File: config.mk
export PLATFORM = sky130hd
export DESIGN_NAME = mdu_pipe_controller
export DESIGN_NICKNAME = d
export VERILOG_FILES = /design/src/rtl/mdu_pipe_controller.sv
export SDC_FILE = /design/constraint.sdc
export NUM_CORES = 1
export LEC_CHECK = 0
export CAP_MARGIN = 25
export CORE_MARGIN = 2
export CORE_UTILIZATION = 30
export CTS_CLUSTER_SIZE = 16
export DETAILED_ROUTE_END_ITERATION = 8
export DONT_BUFFER_PORTS = 1
export SLEW_MARGIN = 25
export SYNTH_ARGS = -nofsm -noshare
export SYNTH_HDL_FRONTEND = slang
export SYNTH_SLANG_ARGS = --single-unit
File: constraint.sdc
create_clock -name clk -period 1.6 [get_ports clk]
set_clock_uncertainty 0.2 [all_clocks]
set_input_delay 0.08 -clock clk [delete_from_list [all_inputs] [get_ports clk]]
set_output_delay 0.08 -clock clk [all_outputs]
set_load 0.01 [all_outputs]
File: src/rtl/mdu_pipe_controller.sv
// mdu_pipe_controller
// Pipelined MIPS control unit for an extended ISA. It decodes in D, carries the
// control bundle through E/M/W with stall/flush handling, and sequences a
// multi-cycle multiply/divide unit. While that unit is busy, the controller
// asks D to stall any instruction that touches HI/LO.
module mdu_pipe_controller #(
  parameter int MDU_LATENCY = 8,
  parameter int ALUCTL_W    = 4
) (
  input  logic                clk,
  input  logic                reset,
  input  logic [5:0]          opD,
  input  logic [5:0]          functD,
  input  logic                equalD,
  input  logic                stallE,
  input  logic                flushE,
  input  logic                flushM,
  output logic                pcsrcD,
  output logic                branchD,
  output logic                jumpD,
  output logic                jumpregD,
  output logic                illegalD,
  output logic                mdu_stallD,
  output logic                alusrcE,
  output logic                zeroextE,
  output logic                memtoregE,
  output logic                regwriteE,
  output logic                mdu_startE,
  output logic [1:0]          regdstE,
  output logic [ALUCTL_W-1:0] alucontrolE,
  output logic                memtoregM,
  output logic                memwriteM,
  output logic                regwriteM,
  output logic                linkM,
  output logic                memtoregW,
  output logic                regwriteW,
  output logic                linkW,
  output logic                hiloselW,
  output logic                mdu_busy,
  output logic                mdu_done
);

  // A latency of 2 or more keeps the reload value nonzero, so the counter
  // never reaches zero in the same cycle it is loaded.
  localparam int CNT_W = (MDU_LATENCY > 2) ? $clog2(MDU_LATENCY) : 1;

  localparam logic [ALUCTL_W-1:0] ALU_AND = ALUCTL_W'(4'b0000);
  localparam logic [ALUCTL_W-1:0] ALU_OR  = ALUCTL_W'(4'b0001);
  localparam logic [ALUCTL_W-1:0] ALU_ADD = ALUCTL_W'(4'b0010);
  localparam logic [ALUCTL_W-1:0] ALU_SUB = ALUCTL_W'(4'b0110);
  localparam logic [ALUCTL_W-1:0] ALU_SLT = ALUCTL_W'(4'b0111);

  localparam logic [CNT_W-1:0] CNT_RELOAD = CNT_W'(MDU_LATENCY - 1);

  typedef struct packed {
    logic                alusrc;
    logic                zeroext;
    logic                memtoreg;
    logic                memwrite;
    logic                regwrite;
    logic                mdu_start;
    logic                link;
    logic                hilosel;
    logic [1:0]          regdst;
    logic [ALUCTL_W-1:0] alucontrol;
  } ctrl_e_t;

  typedef struct packed {
    logic memtoreg;
    logic memwrite;
    logic regwrite;
    logic link;
    logic hilosel;
  } ctrl_m_t;

  typedef struct packed {
    logic memtoreg;
    logic regwrite;
    logic link;
    logic hilosel;
  } ctrl_w_t;

  typedef enum logic {
    MDU_IDLE = 1'b0,
    MDU_BUSY = 1'b1
  } mdu_state_t;

  ctrl_e_t    ctrl_d_s;
  logic       beq_s;
  logic       bne_s;
  logic       jump_s;
  logic       jumpreg_s;
  logic       illegal_s;
  logic       is_mdu_op_s;

  ctrl_e_t    ctrl_e_d, ctrl_e_q;
  ctrl_m_t    ctrl_m_d, ctrl_m_q;
  ctrl_w_t    ctrl_w_d, ctrl_w_q;

  mdu_state_t state_d, state_q;
  logic [CNT_W-1:0] count_d, count_q;
  logic       done_d, done_q;

  // D-stage decode of opcode/funct into the control bundle and branch/jump flags
  always_comb begin
    ctrl_d_s    = '0;
    beq_s       = 1'b0;
    bne_s       = 1'b0;
    jump_s      = 1'b0;
    jumpreg_s   = 1'b0;
    illegal_s   = 1'b0;
    is_mdu_op_s = 1'b0;
    case (opD)
      6'b000000: begin
        case (functD)
          6'b100000: begin ctrl_d_s.regwrite = 1'b1; ctrl_d_s.regdst = 2'b01; ctrl_d_s.alucontrol = ALU_ADD; end
          6'b100010: begin ctrl_d_s.regwrite = 1'b1; ctrl_d_s.regdst = 2'b01; ctrl_d_s.alucontrol = ALU_SUB; end
          6'b100100: begin ctrl_d_s.regwrite = 1'b1; ctrl_d_s.regdst = 2'b01; ctrl_d_s.alucontrol = ALU_AND; end
          6'b100101: begin ctrl_d_s.regwrite = 1'b1; ctrl_d_s.regdst = 2'b01; ctrl_d_s.alucontrol = ALU_OR;  end
          6'b101010: begin ctrl_d_s.regwrite = 1'b1; ctrl_d_s.regdst = 2'b01; ctrl_d_s.alucontrol = ALU_SLT; end
          6'b001000: jumpreg_s = 1'b1;
          6'b011000, 6'b011010: begin
            ctrl_d_s.mdu_start = 1'b1;
            is_mdu_op_s        = 1'b1;
          end
          6'b010000, 6'b010010: begin
            ctrl_d_s.regwrite = 1'b1;
            ctrl_d_s.regdst   = 2'b01;
            ctrl_d_s.hilosel  = 1'b1;
            is_mdu_op_s       = 1'b1;
          end
          default: illegal_s = 1'b1;
        endcase
      end
      6'b100011: begin
        ctrl_d_s.regwrite   = 1'b1;
        ctrl_d_s.alusrc     = 1'b1;
        ctrl_d_s.memtoreg   = 1'b1;
        ctrl_d_s.alucontrol = ALU_ADD;
      end
      6'b101011: begin
        ctrl_d_s.memwrite   = 1'b1;
        ctrl_d_s.alusrc     = 1'b1;
        ctrl_d_s.alucontrol = ALU_ADD;
      end
      6'b000100: beq_s = 1'b1;
      6'b000101: bne_s = 1'b1;
      6'b001000: begin ctrl_d_s.regwrite = 1'b1; ctrl_d_s.alusrc = 1'b1; ctrl_d_s.alucontrol = ALU_ADD; end
      6'b001100: begin
        ctrl_d_s.regwrite = 1'b1; ctrl_d_s.alusrc = 1'b1; ctrl_d_s.zeroext = 1'b1; ctrl_d_s.alucontrol = ALU_AND;
      end
      6'b001101: begin
        ctrl_d_s.regwrite = 1'b1; ctrl_d_s.alusrc = 1'b1; ctrl_d_s.zeroext = 1'b1; ctrl_d_s.alucontrol = ALU_OR;
      end
      6'b001010: begin ctrl_d_s.regwrite = 1'b1; ctrl_d_s.alusrc = 1'b1; ctrl_d_s.alucontrol = ALU_SLT; end
      6'b000010: jump_s = 1'b1;
      6'b000011: begin
        jump_s            = 1'b1;
        ctrl_d_s.regwrite = 1'b1;
        ctrl_d_s.regdst   = 2'b10;
        ctrl_d_s.link     = 1'b1;
      end
      default: illegal_s = 1'b1;
    endcase
  end

  assign branchD    = beq_s | bne_s;
  assign pcsrcD     = (beq_s & equalD) | (bne_s & ~equalD);
  assign jumpD      = jump_s;
  assign jumpregD   = jumpreg_s;
  assign illegalD   = illegal_s;
  assign mdu_stallD = mdu_busy & is_mdu_op_s;

  // Next E/M/W bundles: flushE beats stallE; a stalled E sends a bubble into M
  always_comb begin
    ctrl_e_d = ctrl_e_q;
    if (flushE) begin
      ctrl_e_d = '0;
    end else if (stallE) begin
      ctrl_e_d = ctrl_e_q;
    end else begin
      ctrl_e_d = ctrl_d_s;
    end

    ctrl_m_d = '0;
    if (flushM || stallE) begin
      ctrl_m_d = '0;
    end else begin
      ctrl_m_d.memtoreg = ctrl_e_q.memtoreg;
      ctrl_m_d.memwrite = ctrl_e_q.memwrite;
      ctrl_m_d.regwrite = ctrl_e_q.regwrite;
      ctrl_m_d.link     = ctrl_e_q.link;
      ctrl_m_d.hilosel  = ctrl_e_q.hilosel;
    end

    ctrl_w_d.memtoreg = ctrl_m_q.memtoreg;
    ctrl_w_d.regwrite = ctrl_m_q.regwrite;
    ctrl_w_d.link     = ctrl_m_q.link;
    ctrl_w_d.hilosel  = ctrl_m_q.hilosel;
  end

  // Pipeline control registers E/M/W
  always_ff @(posedge clk or negedge reset) begin
    if (!reset) begin
      ctrl_e_q <= '0;
      ctrl_m_q <= '0;
      ctrl_w_q <= '0;
    end else begin
      ctrl_e_q <= ctrl_e_d;
      ctrl_m_q <= ctrl_m_d;
      ctrl_w_q <= ctrl_w_d;
    end
  end

  // MDU sequencer next state: start from IDLE, count down in BUSY, and flag done on the last busy cycle
  always_comb begin
    state_d = state_q;
    count_d = count_q;
    case (state_q)
      MDU_IDLE: begin
        if (ctrl_e_q.mdu_start && !stallE) begin
          state_d = MDU_BUSY;
          count_d = CNT_RELOAD;
        end else begin
          state_d = MDU_IDLE;
        end
      end
      MDU_BUSY: begin
        if (count_q == {CNT_W{1'b0}}) begin
          state_d = MDU_IDLE;
        end else begin
          count_d = count_q - CNT_W'(1);
        end
      end
      default: begin
        state_d = MDU_IDLE;
        count_d = {CNT_W{1'b0}};
      end
    endcase
    done_d = (state_d == MDU_BUSY) && (count_d == {CNT_W{1'b0}});
  end

  // MDU sequencer registers; reset aborts any operation in flight
  always_ff @(posedge clk or negedge reset) begin
    if (!reset) begin
      state_q <= MDU_IDLE;
      count_q <= {CNT_W{1'b0}};
      done_q  <= 1'b0;
    end else begin
      state_q <= state_d;
      count_q <= count_d;
      done_q  <= done_d;
    end
  end

  assign mdu_busy = (state_q == MDU_BUSY);
  assign mdu_done = done_q;

  assign alusrcE     = ctrl_e_q.alusrc;
  assign zeroextE    = ctrl_e_q.zeroext;
  assign memtoregE   = ctrl_e_q.memtoreg;
  assign regwriteE   = ctrl_e_q.regwrite;
  assign mdu_startE  = ctrl_e_q.mdu_start;
  assign regdstE     = ctrl_e_q.regdst;
  assign alucontrolE = ctrl_e_q.alucontrol;

  assign memtoregM = ctrl_m_q.memtoreg;
  assign memwriteM = ctrl_m_q.memwrite;
  assign regwriteM = ctrl_m_q.regwrite;
  assign linkM     = ctrl_m_q.link;

  assign memtoregW = ctrl_w_q.memtoreg;
  assign regwriteW = ctrl_w_q.regwrite;
  assign linkW     = ctrl_w_q.link;
  assign hiloselW  = ctrl_w_q.hilosel;

endmodule
After elaboration in Yosys (flattened, before gate mapping)
Index checks and enable logic that the tools add are counted.
{"block": "classes", "n_eq_ne": 21, "n_bitwise": 7, "mux": 33, "add_sub_neg": 1, "n_reduce_logical": 18, "div": 0, "n_mul": 0, "n_lt_le_gt_ge": 0, "shifts": 0}
{"operator": "6-bit equality test (second input constant)", "count": 7}
{"operator": "6-bit by 4-bit equality test with 1-bit output (second input constant)", "count": 5}
{"operator": "14-bit 2-to-1 mux", "count": 2}
{"operator": "6-bit by 5-bit equality test with 1-bit output (second input constant)", "count": 4}
{"operator": "1-bit 2-to-1 mux", "count": 21}
{"operator": "10-bit OR reduction", "count": 2}
{"operator": "4-bit case mux with 4 select lines", "count": 1}
{"operator": "6-bit by 2-bit equality test with 1-bit output (second input constant)", "count": 2}
{"operator": "6-bit by 3-bit equality test with 1-bit output (second input constant)", "count": 2}
{"operator": "3-bit case mux with 4 select lines", "count": 1}
{"operator": "6-bit OR reduction", "count": 2}
{"operator": "2-bit OR reduction", "count": 4}
{"operator": "7-bit OR reduction", "count": 1}
{"operator": "3-bit zero test", "count": 2}
{"operator": "6-bit zero test", "count": 1}
{"operator": "3-bit 2-to-1 mux", "count": 2}
{"operator": "1-bit case mux with 2 select lines", "count": 3}
{"operator": "3-bit case mux with 2 select lines", "count": 1}
{"operator": "5-bit 2-to-1 mux", "count": 1}
{"operator": "2-bit case mux with 2 select lines", "count": 1}
{"operator": "4-bit OR reduction", "count": 1}
{"operator": "1-bit bitwise AND", "count": 3}
{"operator": "3-bit OR reduction", "count": 1}
{"operator": "3-bit by 1-bit subtractor with 3-bit output (second input constant)", "count": 1}
{"operator": "other kinds (6)", "count": 9}
{"block": "totals", "output_inout_bits": 27, "rom_bits": 0, "latchBits": 0, "reg_bits": 28, "inputBits": 18, "ram_bits": 0, "memories": 0}

Logic depth before layout (Yosys ltp)
{"block": "logic_depth", "ltp_word": 6, "ltp_mapped": 6, "ltp_nobuf": 6}

Worst setup path before layout
OpenSTA, ideal clock, no wires.
{"block": "synth_path", "kind": "input to output", "start": "input opD[1]", "end": "output pcsrcD", "t_arrival_ps": 1118, "required_ps": 1320, "path_slack_ps": 202, "path_stages": 4, "cell_sequence": "buf_4 > or2b_1 > nor4_1 > and2_1"}
{"block": "synth_via", "elab_chain_cells": 4, "elab_cells_between_ends": 7}
{"element": "from (decl)", "line": "12", "text": "input logic [5:0] opD,"}
{"element": "6-bit by 3-bit equality test with 1-bit output", "line": "113", "text": "case (opD)"}
{"element": "1-bit 2-to-1 mux", "line": "113"}
{"element": "1-bit bitwise AND", "line": "168", "text": "assign pcsrcD = (beq_s & equalD) | (bne_s & ~equalD);"}
{"element": "1-bit OR *", "line": "168"}
{"element": "to (decl)", "line": "18", "text": "output logic pcsrcD,"}
Every way passes the cells marked *; elsewhere a longest branch is shown, timed or not.

==> summary.txt <==
Yosys
  – Mapped Cells: 159
  – Top cells by count, synth: dfrtp_1, nor2_1, nand2_1
  – Cell taking the most area after synthesis: dfrtp_1
  – Synth top area share: 44.2%
  – Synthesized area per cell: 9.62 um2
  – Cell with the most instances after synthesis: dfrtp_1
  – Post-synthesis cell type count: 47
  – Post-synth EDFFs: 0
  – Mapped Area: between 1500 and 2000 um2
  – Yosys reg bits: 27
  – Sequential area share after synthesis: between 40% and 50%
  – Synth area leaders: dfrtp_1, buf_4, and2_1
  – Commonest register cell after synthesis: dfrtp_1
  – Yosys warnings: 0
  – Async S/R FF share, synth: 100%
  – Synthesized net count: between 150 and 200

Die
  – Area of the die: between 5000 and 6000 um2
  – Die Wd: 75.4 um
  – Row cnt: 25
  – Initial Utilization: about a third
  – Core Area: 4820 um2
  – Total I/O pin count: 45
  – Die Y: 75.4 um

Run status
  – Failing checks: hold timing
  – Status: finished, violations left

Power and ir drop
  – IR drop worst, VDD: 0.000281 V
  – Power Density: 667 nW/um2
  – Lkg Pwr: 0.805 nW

Worst setup path
  – Crit path DAT: between 1 and 1.5 ns
  – Crit path kind: flop to flop
  – CP Launch Type: flop
  – CP required: around 1.6 ns
  – R2R Setup Slk: 0.07 ns
  – Worst Setup End Kind: flop
  – CP Max Fanout: 2

Place
  – Post-DP HPWL: 2380 um
  – Pre-CTS setup slack: approximately 0.12 ns
  – Cell Area, Placed: 1530 um2
  – Input/output buffers: 0
  – Routability cong.: 0.782

Min path
  – Worst Hold Class: input port to flop

Clocking
  – Root buffer cell: clkbuf_8
  – Reg clk slew, reported paths: 0.09 ns
  – H-tree depth: 1
  – Sink Count: 27
  – Clock Path Buffers: 2
  – Total CTS buffers: 3
  – CTS tree: yes
  – Clock Latency Late Sink: roughly 0.27 ns

Cells and area
  – Fillers: 505
  – Area delta synth->final: 18.3%
  – Fin nets: 195
  – Share of layout cells above drive strength 1: roughly 8.0%
  – Antenna cells: 0
  – Fin area: 1810 um2

Route
  – Pre-Repair DR Iteration Count: 4
  – DRT antenna net count: 0
  – Routed len/inst: 14.5 um
  – DRC: 0
  – Drt via density: 5.06
  – Starting DRT DRC Count: 73
  – Vias: 1,219
  – Routed WL: 3500 um

GRT
  – First-pass GRT wire length: around 5400 um
  – GRT Residual Overflow: 0
  – Largest net degree at the start of global routing: 28
  – Global Route Usage Sum: 12.4%
  – Vias in the first global route: 1,110
  – Initial antenna violation count: 0

Timing
  – Endpoints failing setup: 0
  – Final hold slack: -0.195 ns
  – Crit path time final: 1.53 ns
  – Max-slew violations: 0
  – Final Hold Viols: 6
  – Worst Setup Slack, final: 0.0722 ns
  – Unrepaired setup endpoints after global routing: no
  – Fmax: between 600 and 700 MHz
  – Fin crit share: 95.5%
  – Setup TNS: 0 ns

Job
  – Max-cap violations: 0
[repair_timing]
action                                  4_1_cts  5_1_grt
endpoints found under the hold margin        47        9
hold buffers                                 11       10
buffers inserted                              0        1
endpoints found under the setup margin        0        5
gates resized for setup                       0        4
[sequential cells by signal (all words and copies together), names as in the netlist, 2 cells and up]
register,cells
count_q,3
regdstE,2
alucontrolE,3
ctrl_e_q,3
[logic make-up (layout without fill, tap and decap cells)]
logic type                 count (synthesis)  count (layout)  share of synthesized area, %
buffers and inverters                     17              32                          7.69
adders and majority gates                  2               2                          1.64
AOI/OAI and AO/OA                         34              34                          16.2
DFF                                       27              27                          44.2
and+or+nand+nor                           75              75                          28.4
xor gates and xnor gates                   3               3                          1.72
other                                      1               1                         0.245
[path summary, 6_finish.rpt]
kind / end / depth (start not counted) / from
worst max-delay path: zeroextE / 3 / zeroextE
worst min-delay path: memtoregE / 2 / stallE
worst max register to register: zeroextE / 3 / zeroextE
worst min register to register: hiloselW / 0 / ctrl_m_q[0]
max in group asynchronous: mdu_done / 2 / reset
min in group asynchronous: regdstE[1] / 2 / reset
[cells in the final DEF (no fill, tap or decap), types with 2 or more instances in the layout]
cell type	netlist	routed
a211o_1	2	2
a21o_1	3	3
a21oi_1	9	9
a22o_1	3	3
a311oi_1	2	2
a31oi_1	2	2
a32o_1	2	2
and2_1	9	8
buf_4	8	3
clkbuf_8	0	3
dfrtp_1	27	27
dlygate4sd3_1	0	19
ha_1	2	2
inv_1	4	4
nand2_1	13	13
nand2b_1	3	3
nand3_1	2	2
nand3b_1	2	2
nor2_1	14	14
nor2b_1	4	4
nor3_1	9	9
nor3b_1	2	2
nor4b_1	3	3
o21a_1	2	2
o21ai_0	3	3
or2b_1	2	2
or3b_1	2	2
xor2_1	2	2
[worst max-delay path: stages (launching register included)]
cell and delay, ns:
dfrtp_1 0.43, a21oi_1 0.16, dlygate4sd3_1 0.57, nor2_1 0.04
[power breakdown]
part           total, mW  switching, mW  internal (mW)  leakage [nW]
sequential         0.692        0.00584          0.687         0.376
clock              0.384          0.207          0.177        0.0217
combinational      0.131         0.0613         0.0696         0.408
total               1.21          0.274          0.933         0.805
[layout make-up]
class | count | area [um2] | area share (%)
well taps | 67 | 83.8 | 4.63
repair buffers | 24 | 245 | 13.5
clock inverters | 1 | 7.51 | 0.415
inverters | 4 | 15.0 | 0.829
clock buffers | 3 | 41.3 | 2.28
flip-flops and latches | 27 | 676 | 37.3
multi-input cells | 115 | 742 | 41.0
[metrics by stage]
step	std cells	util (%)	power (mW)
after floorplan	159	-	0.806
after global placement	215	31.7	0.785
after detailed placement	215	31.7	0.786
after CTS	230	35.2	1.20
after global routing	241	37.6	1.27
final	241	37.6	1.21
[per-layer routing]
layer  global-route usage [%]  vias to the layer above  share of wire (%)
met5                        0                        -                  0
met4                     3.51                        0               0.91
met3                     1.98                        4                6.1
li1                         -                      598                  -
met2                     19.2                       39                 45
met1                     17.9                      578                 48
Note: power is estimated with default switching activity, not from simulation.
